--- config.mk ---
export PLATFORM = sky130hd
export DESIGN_NAME = int_div_dispatch
export DESIGN_NICKNAME = d
export VERILOG_FILES = /design/src/rtl/int_div_dispatch.sv
export SDC_FILE = /design/constraint.sdc
export NUM_CORES = 1
export LEC_CHECK = 0
export ABC_CLOCK_PERIOD_IN_PS = 3500
export CAP_MARGIN = 10
export CORE_MARGIN = 2
export CORE_UTILIZATION = 43
export DETAILED_ROUTE_END_ITERATION = 10
export HOLD_SLACK_MARGIN = 0.02
export PLACE_DENSITY = 0.79
export SYNTH_ARGS = -nofsm -noshare
export SYNTH_HDL_FRONTEND = slang
export SYNTH_SLANG_ARGS = --single-unit
--- constraint.sdc ---
create_clock -name clk -period 3.5 [get_ports clk]
set_input_delay 0.7 -clock clk [delete_from_list [all_inputs] [get_ports clk]]
set_output_delay 0.7 -clock clk [all_outputs]
set_load 0.005 [all_outputs]
--- src/rtl/int_div_dispatch.sv ---
// Issues divide/remainder requests to the multi-cycle unsigned divider: it takes
// operand magnitudes, sign-corrects the result, and resolves divide-by-zero/overflow locally.
module int_div_dispatch #(
  parameter int DATA_WIDTH    = 32,
  parameter int NUM_REGS      = 32,
  parameter int REG_SEL_WIDTH = $clog2(NUM_REGS)
) (
  input  logic                     clk,
  input  logic                     rst_n,
  input  logic                     req_valid,
  output logic                     req_ready,
  input  logic [1:0]               req_op,
  input  logic [REG_SEL_WIDTH-1:0] req_rd,
  input  logic [DATA_WIDTH-1:0]    req_a,
  input  logic [DATA_WIDTH-1:0]    req_b,
  output logic                     div_req,
  output logic [DATA_WIDTH-1:0]    div_a,
  output logic [DATA_WIDTH-1:0]    div_b,
  input  logic                     div_ack,
  input  logic [DATA_WIDTH-1:0]    div_quotient,
  input  logic [DATA_WIDTH-1:0]    div_remainder,
  output logic                     wb_valid,
  input  logic                     wb_ready,
  output logic [REG_SEL_WIDTH-1:0] wb_rd,
  output logic [DATA_WIDTH-1:0]    wb_data,
  output logic                     busy
);
  typedef enum logic [1:0] {S_IDLE, S_ISSUE, S_WAIT, S_WB} state_t;

  localparam logic [DATA_WIDTH-1:0] MOST_NEG = {1'b1, {(DATA_WIDTH-1){1'b0}}};
  localparam logic [DATA_WIDTH-1:0] ONE      = {{(DATA_WIDTH-1){1'b0}}, 1'b1};

  state_t r_state, w_state_nxt;

  logic                     r_is_rem, r_a_neg, r_b_neg;
  logic [REG_SEL_WIDTH-1:0] r_rd;
  logic [DATA_WIDTH-1:0]    r_div_a, r_div_b, r_wb_data;

  logic                     w_accept, w_signed, w_rem, w_a_neg, w_b_neg;
  logic                     w_div_zero, w_ovf, w_special, w_neg_res;
  logic [DATA_WIDTH-1:0]    w_a_mag, w_b_mag, w_special_res, w_raw, w_res;

  // op[0] selects signed, op[1] selects remainder
  assign w_accept  = req_valid && (r_state == S_IDLE);
  assign w_signed  = req_op[0];
  assign w_rem     = req_op[1];
  assign w_a_neg   = w_signed & req_a[DATA_WIDTH-1];
  assign w_b_neg   = w_signed & req_b[DATA_WIDTH-1];
  assign w_a_mag   = w_a_neg ? (~req_a + ONE) : req_a;
  assign w_b_mag   = w_b_neg ? (~req_b + ONE) : req_b;

  assign w_div_zero    = (req_b == '0);
  assign w_ovf         = w_signed && (req_a == MOST_NEG) && (req_b == '1);
  assign w_special     = w_div_zero || w_ovf;
  assign w_special_res = w_div_zero ? (w_rem ? req_a : '1) : (w_rem ? '0 : req_a);

  // Remainder takes the dividend's sign; quotient is negative when signs differ.
  assign w_raw     = r_is_rem ? div_remainder : div_quotient;
  assign w_neg_res = r_is_rem ? r_a_neg : (r_a_neg ^ r_b_neg);
  assign w_res     = w_neg_res ? (~w_raw + ONE) : w_raw;

  always_ff @(posedge clk or negedge rst_n) begin
    if (!rst_n) r_state <= S_IDLE;
    else        r_state <= w_state_nxt;
  end

  always_comb begin
    w_state_nxt = r_state;
    case (r_state)
      S_IDLE:  if (w_accept) w_state_nxt = w_special ? S_WB : S_ISSUE;
      S_ISSUE: w_state_nxt = S_WAIT;
      S_WAIT:  if (div_ack) w_state_nxt = S_WB;
      S_WB:    if (wb_ready) w_state_nxt = S_IDLE;
      default: w_state_nxt = S_IDLE;
    endcase
  end

  always_ff @(posedge clk or negedge rst_n) begin
    if (!rst_n) begin
      r_is_rem  <= 1'b0;
      r_a_neg   <= 1'b0;
      r_b_neg   <= 1'b0;
      r_rd      <= '0;
      r_div_a   <= '0;
      r_div_b   <= '0;
      r_wb_data <= '0;
    end else begin
      if (w_accept) begin
        r_is_rem <= w_rem;
        r_a_neg  <= w_a_neg;
        r_b_neg  <= w_b_neg;
        r_rd     <= req_rd;
        r_div_a  <= w_a_mag;
        r_div_b  <= w_b_mag;
        if (w_special) r_wb_data <= w_special_res;
      end
      if ((r_state == S_WAIT) && div_ack) r_wb_data <= w_res;
    end
  end

  assign req_ready = (r_state == S_IDLE);
  assign busy      = (r_state != S_IDLE);
  assign div_req   = (r_state == S_ISSUE);
  assign wb_valid  = (r_state == S_WB);
  assign div_a     = r_div_a;
  assign div_b     = r_div_b;
  assign wb_rd     = r_rd;
  assign wb_data   = r_wb_data;
endmodule
* After elaboration in Yosys (flattened, before gate mapping)
Cells that the tools add are included.
Word-level totals: register bits 106, input bits 140, output and inout bits 105, logic and storage cells 53
Operators by class: add/sub/neg operators 3, equality and inequality tests 8, mux-type cells 16, bitwise logic cells 6, reduce and logical (&&, ||, !) cells 12
Operators with widths (number):
- 32-bit two-way mux | 10
- 32-bit by 1-bit adder with 32-bit output (second input constant) | 3
- 32-bit inverter | 3
- 32-bit equality test (second input constant) | 2
- 32-bit logical NOT | 1
- 2-bit two-way mux | 4
- 2-bit one-hot mux with 4 select lines | 1
- 2-bit nonzero test | 3
- 2-bit equality test (second input constant) | 2
- 1-bit logical AND | 4
- 2-bit by 1-bit inequality test with 1-bit output (second input constant) | 2
- 3-bit AND reduction | 1
- 1-bit bitwise AND | 2
- 2-bit by 1-bit equality test with 1-bit output (second input constant) | 1
- 2-bit logical NOT | 1
- 2-bit inequality test (second input constant) | 1
- 2-bit AND reduction | 1
- 1-bit logical OR | 1
- 1-bit two-way mux | 1
- 1-bit XOR | 1

* Longest topological paths before layout
Gate-level depths: netlist of the first run.
depth after elaboration 7, depth in mapped cells 12, mapped depth without buffers 8

* Worst setup path before layout of the first run
Ideal clock, no wire load.
path kind register to register, start register r_is_rem, end register r_wb_data[26], in the netlist wb_data[26], setup time 0.087 ns, arrival time 3.157 ns, required time 3.413 ns, setup slack 0.256 ns, cell stages (with the launch flop) 13, path buffers 5, period minus slack after synthesis 3.244 ns, cell sequence dfrtp_1 buf_2 buf_2 clkbuf_1 clkbuf_1 buf_2 mux2i_1 ha_1 o21ai_0 nor4_1 a21oi_1 xor2_1 a22oi_1
On the way: cells in the longest elaborated chain, start to end 5
RTL lines:
- start: declaration | line 35 | logic r_is_rem, r_a_neg, r_b_neg;
- start signal: assignment | line 89 | r_is_rem <= w_rem;
- 32-bit two-way mux | line 58 | assign w_raw = r_is_rem ? div_remainder : div_quotient;
- 32-bit inverter | line 60 | assign w_res = w_neg_res ? (~w_raw + ONE) : w_raw;
- 32-bit by 1-bit adder with 32-bit output | line 60
- 32-bit two-way mux (*) | line 60
- 32-bit two-way mux (*) | line 97 | if ((r_state == S_WAIT) && div_ack) r_wb_data <= w_res;
- end signal: assignment | line 95 | if (w_special) r_wb_data <= w_special_res;
- end signal: assignment | line 97
- end: declaration | line 37 | logic [DATA_WIDTH-1:0] r_div_a, r_div_b, r_wb_data;
Mark *: on every way between the ends. The rest lies on a longest branch, timed or not. A chain may end at the register's enable or synchronous reset.

* Worst setup path in the final report of the first run
start input req_b[16], end register r_wb_data[5], in the netlist wb_data[5]
On the way: cells in the longest elaborated chain, start to end 5
RTL lines:
- start: declaration | line 15 | input logic [DATA_WIDTH-1:0] req_b,
- 32-bit logical NOT or 32-bit equality test (tied branches) | line 52, 53
- 32-bit two-way mux or 1-bit logical AND (tied branches) | line 55, 53
- 32-bit two-way mux or 1-bit logical OR (tied branches) | line 95, 54
- 32-bit two-way mux or 2-bit nonzero test (tied branches)
- 32-bit two-way mux or 2-bit AND reduction (tied branches)
Several ways; a longest one is shown, not always the timed one. The select of a mux whose other input is x is not followed.

==> impl_metrics.py, run 1 <==
metrics = {
    "floorplan": {
        "initial_core_util_pct": 43.6,
        "die_area_sq_um": 18400,
        "die_y_microns": 136,
        "rows": 48,
        "ioPinCount": 245,
        "core_area_sq_um": 17100,
        "die_w_microns": 136,
    },
    "synthesis": {
        "synthArstFlopShare_pct": 100,
        "synth-seq-cells": 106,
        "ys_types": 59,
        "ys_warn_count": 0,
        "synthFlopType": "dfrtp_1",
        "synth_edf_count": 0,
        "yosys.cell_count.top_type": "dfrtp_1",
        "syn_nets": 1026,
        "synthTopCellsByCount": "dfrtp_1, nand2_1, nor2_1",
        "postSynthCellCount": 878,
        "yosysTopAreaCell": "dfrtp_1",
        "synth_top_area_share_pct": 35.5,
        "synth.area.top_cells": "dfrtp_1, xor2_1, nand2_1, o21ai_0, xnor2_1",
        "ys_seq_area_share_pct": 35.5,
        "synth.avg_cell_area_sq_um": 8.51,
        "synth_area_sq_um": 7470,
    },
    "timing": {
        "clock-skew-final_ps": 7.15,
        "slew_viol_final": 0,
        "fin_crit_ps": 3150,
        "fmax_ghz": 0.317,
        "whs_ps": 384,
        "setup_violations": 0,
        "rsz0062_at_grt": "no",
        "slew_headroom_pct": 33.6,
        "final.setup.tns_ps": 0,
        "finalHoldViolCount": 0,
        "tightest_slew_ps": 990,
        "fin_crit_sh_pct": 90.1,
    },
    "global_route": {
        "antenna_found_initial": 0,
        "overflow": 0,
        "globalRouteTotalUtil_pct": 26.1,
        "grt_first_pass_wirelength_microns": 38000,
        "grt_pass1_vias": 7404,
        "grt_max_degree": 57,
    },
    "detailed_routing": {
        "via_per_inst": 5.62,
        "wl_per_cell_microns": 17.8,
        "drcViolationCount": 0,
        "drtIter0Drc": 634,
        "ant_nets": 0,
        "vias": 7654,
        "totalWireLength_microns": 24300,
        "drtPass1Iterations": 5,
    },
    "clock_network": {
        "clockBufferDepth": 2,
        "root_buffer": "clkbuf_16",
        "path_clk_slew_ps": 70,
        "cts_buffers": 9,
        "clkLatencyLatePin_ps": 350,
        "cts_sinks": 106,
        "cts_hold_buf": 0,
        "cts_resized": 0,
        "cts_setup_buffers": 0,
        "cts_tree": "yes",
        "htreeDepth": 3,
    },
    "worst_hold_path": {
        "min_path_type": "in -> async",
    },
    "final_layout": {
        "syn2layout_area_growth_pct": 43.8,
        "fillCellCount": 1507,
        "antennaDiodeCount": 0,
        "instances_no_fill": 1362,
        "final_nets": 1280,
        "drive_above_1_share_pct": 8.27,
    },
    "outcome": {
        "status": "complete, no violations",
    },
    "place": {
        "dp_hpwl_microns": 19100,
        "gp_congestion": 0.901,
        "numPortBuffers": 244,
        "dpl.cell_count": 1346,
    },
    "power_and_ir_drop": {
        "vdd_drop_max_mv": 0.305,
        "p_per_area_nw_per_um2": 646,
        "p_leak_nw": 4.23,
    },
    "run": {
        "drv_cap": 0,
    },
    "worst_setup_path": {
        "arrival_ps": 3440,
        "endpoint_kind": "register",
        "cp.required_ps": 3790,
        "critPathKind": "in -> reg",
        "cp-start-kind": "primary input",
        "critPathMaxFanout": 12,
    },
}
cell families (layout without fill, tap and decap cells):
logic type,after synthesis,count (layout),synth area share [%]
adders and majority gates,35,35,4.96
buffers and inverters,70,329,4.34
muxes,35,35,4.74
and+or+nand+nor,302,302,19.7
xor gates and xnor gates,89,89,10.4
DFF,106,106,35.5
AOI/OAI and AO/OA,241,241,20.3
worst max-delay path, stage by stage:
cell	delay [ps]
clkdlybuf4s50_1	480
or4_4	550
or4_1	630
nor4_2	280
a21oi_2	160
buf_4	210
nor4_1	280
a311o_1	150
power breakdown:
part / switching, W / total [W] / internal (W)
combinational: 0.00160 / 0.00359 / 0.00199
clock: 0.000464 / 0.00113 / 0.000671
sequential: 0.000400 / 0.00220 / 0.00180
total: 0.00247 / 0.00693 / 0.00447
layer usage:
layer | GRT usage, % | vias up | share of wire [%]
met4 | 8.39 | 0 | 2.2
met5 | 0 | - | 0
met1 | 34.6 | 3578 | 44
met3 | 4.15 | 38 | 7.1
li1 | - | 3721 | -
met2 | 43.6 | 317 | 47
area by class of cell:
class                      count  area (sq um)  area share, %
tap                          225           282           2.62
clock inverter                 5          85.1          0.792
sequential                   106          2650           24.7
timing repair buffer         301          2910           27.1
inverter                      12          45.0          0.419
clock buffer                  11           253           2.35
multi-input combinational    702          4520           42.0
flip-flops by register name, indices dropped and copies added, names as in the netlist:
name,flops
div_a,32
div_b,32
wb_data,32
wb_rd,5
r_state,2
r_a_neg,1
r_b_neg,1
r_is_rem,1
through the flow:
stage	area, sq um	power [W]	util [%]	setup WS, ps
2_1_floorplan	7470	0.00390	-	256
3_3_place_gp	10400	0.00572	60.8	11.9
6_report	10700	0.00693	62.7	346
3_5_place_dp	10400	0.00582	60.8	-25.7
4_1_cts	10700	0.00697	62.7	328
5_1_grt	10700	0.00742	62.7	66.7
cell usage in the layout, fill, tap and decap left out, drive strengths merged, types with 5 or more instances in the layout:
cell,instances
buf,58
a21oi,37
o41ai,9
clkdlybuf4s50,243
or3,12
nor4,20
a311o,5
nand2,103
inv,12
o31a,5
nand4,9
nor3b,11
o21ai,89
clkbuf,11
xnor2,41
nor3,33
dfrtp,106
a31oi,19
or4,11
nor2,80
o22ai,16
o31ai,30
ha,8
a22oi,16
xor2,48
maj3,27
mux2i,32
path summary, 6_finish.rpt:
kind	cells past startpoint	startpoint	to	slack [ps]
min in group clk	2	div_b[9]$_DFFE_PN0P_	div_b[9]$_DFFE_PN0P_	480
worst max-delay path	8	req_b[16]	wb_data[5]$_DFFE_PN0P_	350
max in group asynchronous	2	rst_n	div_a[13]$_DFFE_PN0P_	2360
worst max register to register	7	r_is_rem$_DFFE_PN0P_	wb_data[22]$_DFFE_PN0P_	660
worst min-delay path	1	rst_n	div_b[18]$_DFFE_PN0P_	380
worst min register to register	2	div_b[9]$_DFFE_PN0P_	div_b[9]$_DFFE_PN0P_	480
Power figures use the tool's default switching activity.
==> run 2, diff against run 1 <==
--- a/config.mk
+++ b/config.mk
@@ -10,6 +10,7 @@
 export CORE_MARGIN = 2
 export CORE_UTILIZATION = 43
 export DETAILED_ROUTE_END_ITERATION = 10
+export GPL_ROUTABILITY_DRIVEN = 0
 export HOLD_SLACK_MARGIN = 0.02
 export PLACE_DENSITY = 0.79
 export SYNTH_ARGS = -nofsm -noshare
==> results of run 2 <==
Final layout, timing and power as in run 1 (identical DEF).
==> run 3, diff against run 2 <==
--- a/config.mk
+++ b/config.mk
@@ -5,14 +5,15 @@
 export SDC_FILE = /design/constraint.sdc
 export NUM_CORES = 1
 export LEC_CHECK = 0
+export ABC_AREA = 1
 export ABC_CLOCK_PERIOD_IN_PS = 3500
 export CAP_MARGIN = 10
 export CORE_MARGIN = 2
-export CORE_UTILIZATION = 43
+export CORE_UTILIZATION = 44
 export DETAILED_ROUTE_END_ITERATION = 10
 export GPL_ROUTABILITY_DRIVEN = 0
 export HOLD_SLACK_MARGIN = 0.02
-export PLACE_DENSITY = 0.79
+export PLACE_DENSITY = 0.78
 export SYNTH_ARGS = -nofsm -noshare
 export SYNTH_HDL_FRONTEND = slang
 export SYNTH_SLANG_ARGS = --single-unit
==> run 3 against run 2 <==
Global-route usage shrank 0.43 points. Critical path depth increased by 5. Worst setup slack improved by 400 ps. Routed wire length up 8.5%. Clock-buffer cell count decreased by 1. Sequential cell count is the same. Core utilization is 2.7 points lower. Clock power is 5% lower. Non-clock buffer count fell by 42. Hold slack lost 13 ps. Sequential share of layout area fell by 1.0 points. Critical endpoint is now wb_data[8]$_DFFE_PN0P_. Largest power group unchanged. Highest routed layer unchanged.
==> impl_metrics.py, run 3 <==
metrics = {
    "floorplan": {
        "die_area_sq_um": 20000,
        "initial_core_util_pct": 44.6,
        "core_area_sq_um": 18600,
        "ioPinCount": 245,
        "rows": 50,
        "die_y_microns": 141,
        "die_w_microns": 141,
    },
    "detailed_routing": {
        "via_per_inst": 5.22,
        "totalWireLength_microns": 26400,
        "drcViolationCount": 0,
        "drtPass1Iterations": 5,
        "vias": 9388,
        "ant_nets": 0,
        "drtIter0Drc": 636,
        "wl_per_cell_microns": 14.6,
    },
    "synthesis": {
        "synth_top_area_share_pct": 31.9,
        "synth.area.top_cells": "dfrtp_1, nand2_1, nor2_1, o21ai_0, nand3_1",
        "synth.avg_cell_area_sq_um": 6.18,
        "synth-seq-cells": 106,
        "synthTopCellsByCount": "nand2_1, nor2_1, inv_1",
        "postSynthCellCount": 1347,
        "yosysTopAreaCell": "dfrtp_1",
        "syn_nets": 1495,
        "synth_edf_count": 0,
        "ys_warn_count": 0,
        "yosys.cell_count.top_type": "nand2_1",
        "ys_seq_area_share_pct": 31.9,
        "ys_types": 40,
        "synthArstFlopShare_pct": 100,
        "synth_area_sq_um": 8320,
        "synthFlopType": "dfrtp_1",
    },
    "place": {
        "numPortBuffers": 244,
        "dpl.cell_count": 1787,
        "dp_hpwl_microns": 20300,
    },
    "worst_setup_path": {
        "critPathKind": "in -> reg",
        "arrival_ps": 3050,
        "crit_slowest_cell": "clkdlybuf4s50_1",
        "crit_family": "simple AND/OR/NAND/NOR gates",
        "r2r-end": "wb_data[30]$_DFFE_PN0P_",
        "worst-path-buf-inv": 3,
        "worstRegToRegCells": 12,
        "cp.required_ps": 3800,
        "r2r_start": "r_is_rem$_DFFE_PN0P_",
        "crit_chain": "clkdlybuf4s50_1, inv_1, ha_1, nand3_1, nor2_2, nand2_1, nor2_1, nand3_1, nand3_2, nand2_2, inv_2, o21ai_0, nand2_1",
        "endpoint_kind": "register",
        "critPathMaxFanout": 25,
        "critPathMaxStageDelay_ps": 440,
        "cp-start-kind": "primary input",
        "path_depth": 13,
        "ff2ff_setup_slack_ps": 1030,
    },
    "timing": {
        "fin_crit_sh_pct": 78.8,
        "fin_crit_ps": 2760,
        "setup_violations": 0,
        "final.setup.tns_ps": 0,
        "clock-skew-final_ps": 9.77,
        "rsz0062_at_grt": "no",
        "tightest_slew_ps": 931,
        "slew_headroom_pct": 37.6,
        "fmax_ghz": 0.363,
        "finalHoldViolCount": 0,
        "slew_viol_final": 0,
    },
    "final_layout": {
        "seq_area_sq_um": 2650,
        "final_cell_mix": "nand2_1, clkdlybuf4s50_1, nor2_1",
        "fillCellCount": 1712,
        "antennaDiodeCount": 0,
        "syn2layout_area_growth_pct": 34.6,
        "multi_input_area_sq_um": 4900,
        "final_util_pct": 60.1,
        "final_common_cell": "nand2_1",
        "instances_no_fill": 1800,
        "drive_above_1_share_pct": 5.11,
        "final_nets": 1712,
    },
    "global_route": {
        "antenna_found_initial": 0,
        "grt_max_degree": 75,
        "grt_first_pass_wirelength_microns": 41600,
        "grt_pass1_vias": 8754,
        "overflow": 0,
        "globalRouteTotalUtil_pct": 25.6,
    },
    "outcome": {
        "status": "complete, no violations",
    },
    "clock_network": {
        "cts_buffers": 9,
        "cts_hold_buf": 0,
        "cts_resized": 0,
        "root_buffer": "clkbuf_16",
        "clockBufferDepth": 2,
        "path_clk_slew_ps": 70,
        "htreeDepth": 3,
        "clkLatencyLatePin_ps": 350,
        "cts_setup_buffers": 0,
        "cts_sinks": 106,
        "cts_tree": "yes",
    },
    "run": {
        "drv_cap": 0,
    },
    "power_and_ir_drop": {
        "p_total_w": 0.00765,
        "p_leak_nw": 5.35,
        "p_per_area_nw_per_um2": 683,
        "vdd_drop_max_mv": 0.306,
    },
    "worst_hold_path": {
        "min_path_type": "in -> async",
    },
}
run 3: cell count changes in the layout (fill, tap and decap cells not counted), moves of 33 or more:
| cell | previous run | this run |
|---|---|---|
| o21ai_0 | 76 | 109 |
| nor2_1 | 80 | 164 |
| inv_1 | 11 | 112 |
| nand3_1 | 1 | 90 |
| nand2_1 | 102 | 498 |
| xnor2_1 | 41 | 6 |
| buf_4 | 55 | 14 |
run 3: through the flow:
step / worst slack [ps] / cell area, sq um / hold WS (ps)
final: 743 / 11200 / 370
after global routing: 514 / 11200 / 420
after CTS: 790 / 11200 / 389
after global placement: 486 / 10900 / 463
after floorplan: 1310 / 8320 / 404
after detailed placement: 427 / 10900 / 464
run 3: layout make-up:
cell class / instances / area share (%)
timing repair buffer: 259 / 23.0
tap: 234 / 2.61
sequential: 106 / 23.7
multi-input combinational: 1063 / 43.8
clock inverter: 3 / 0.603
clock buffer: 10 / 2.04
inverter: 125 / 4.26
run 3: worst max path at each step:
| stage | endpoint | slack [ps] | startpoint |
|---|---|---|---|
| detailed placement | wb_data[8]$_DFFE_PN0P_ | 430 | req_a[1] |
| finish | wb_data[8]$_DFFE_PN0P_ | 740 | req_a[1] |
| CTS | wb_data[8]$_DFFE_PN0P_ | 790 | req_a[1] |
| floorplan | wb_data[1]$_DFFE_PN0P_ | 1310 | req_a[0] |
| global placement | wb_data[8]$_DFFE_PN0P_ | 490 | req_a[0] |
| global route | wb_data[25]$_DFFE_PN0P_ | 510 | req_a[1] |
run 3: routing by layer:
metal	wire length (microns)	share of wire, %	global-route usage (%)
met1	10800	41	30.4
met2	12800	49	45.8
met3	2080	7.9	5.94
met4	703	2.7	8.37
met5	0	0	0
run 3: logic make-up (layout without fill, tap and decap cells):
family          Yosys count  in the layout  synth area share [%]
xor+xnor                 40             40                  4.21
simple gates            824            824                  41.4
flops                   106            106                  31.9
buf+inv                 178            397                  9.27
compound gates          191            191                  12.0
fa+ha+maj                 8              8                  1.20
run 3: power breakdown:
group	total, W	switching [W]	leakage, nW	internal (W)
logic	0.00439	0.00241	3.87	0.00199
clock network	0.00107	0.000452	0.141	0.000616
registers	0.00219	0.000392	1.33	0.00180
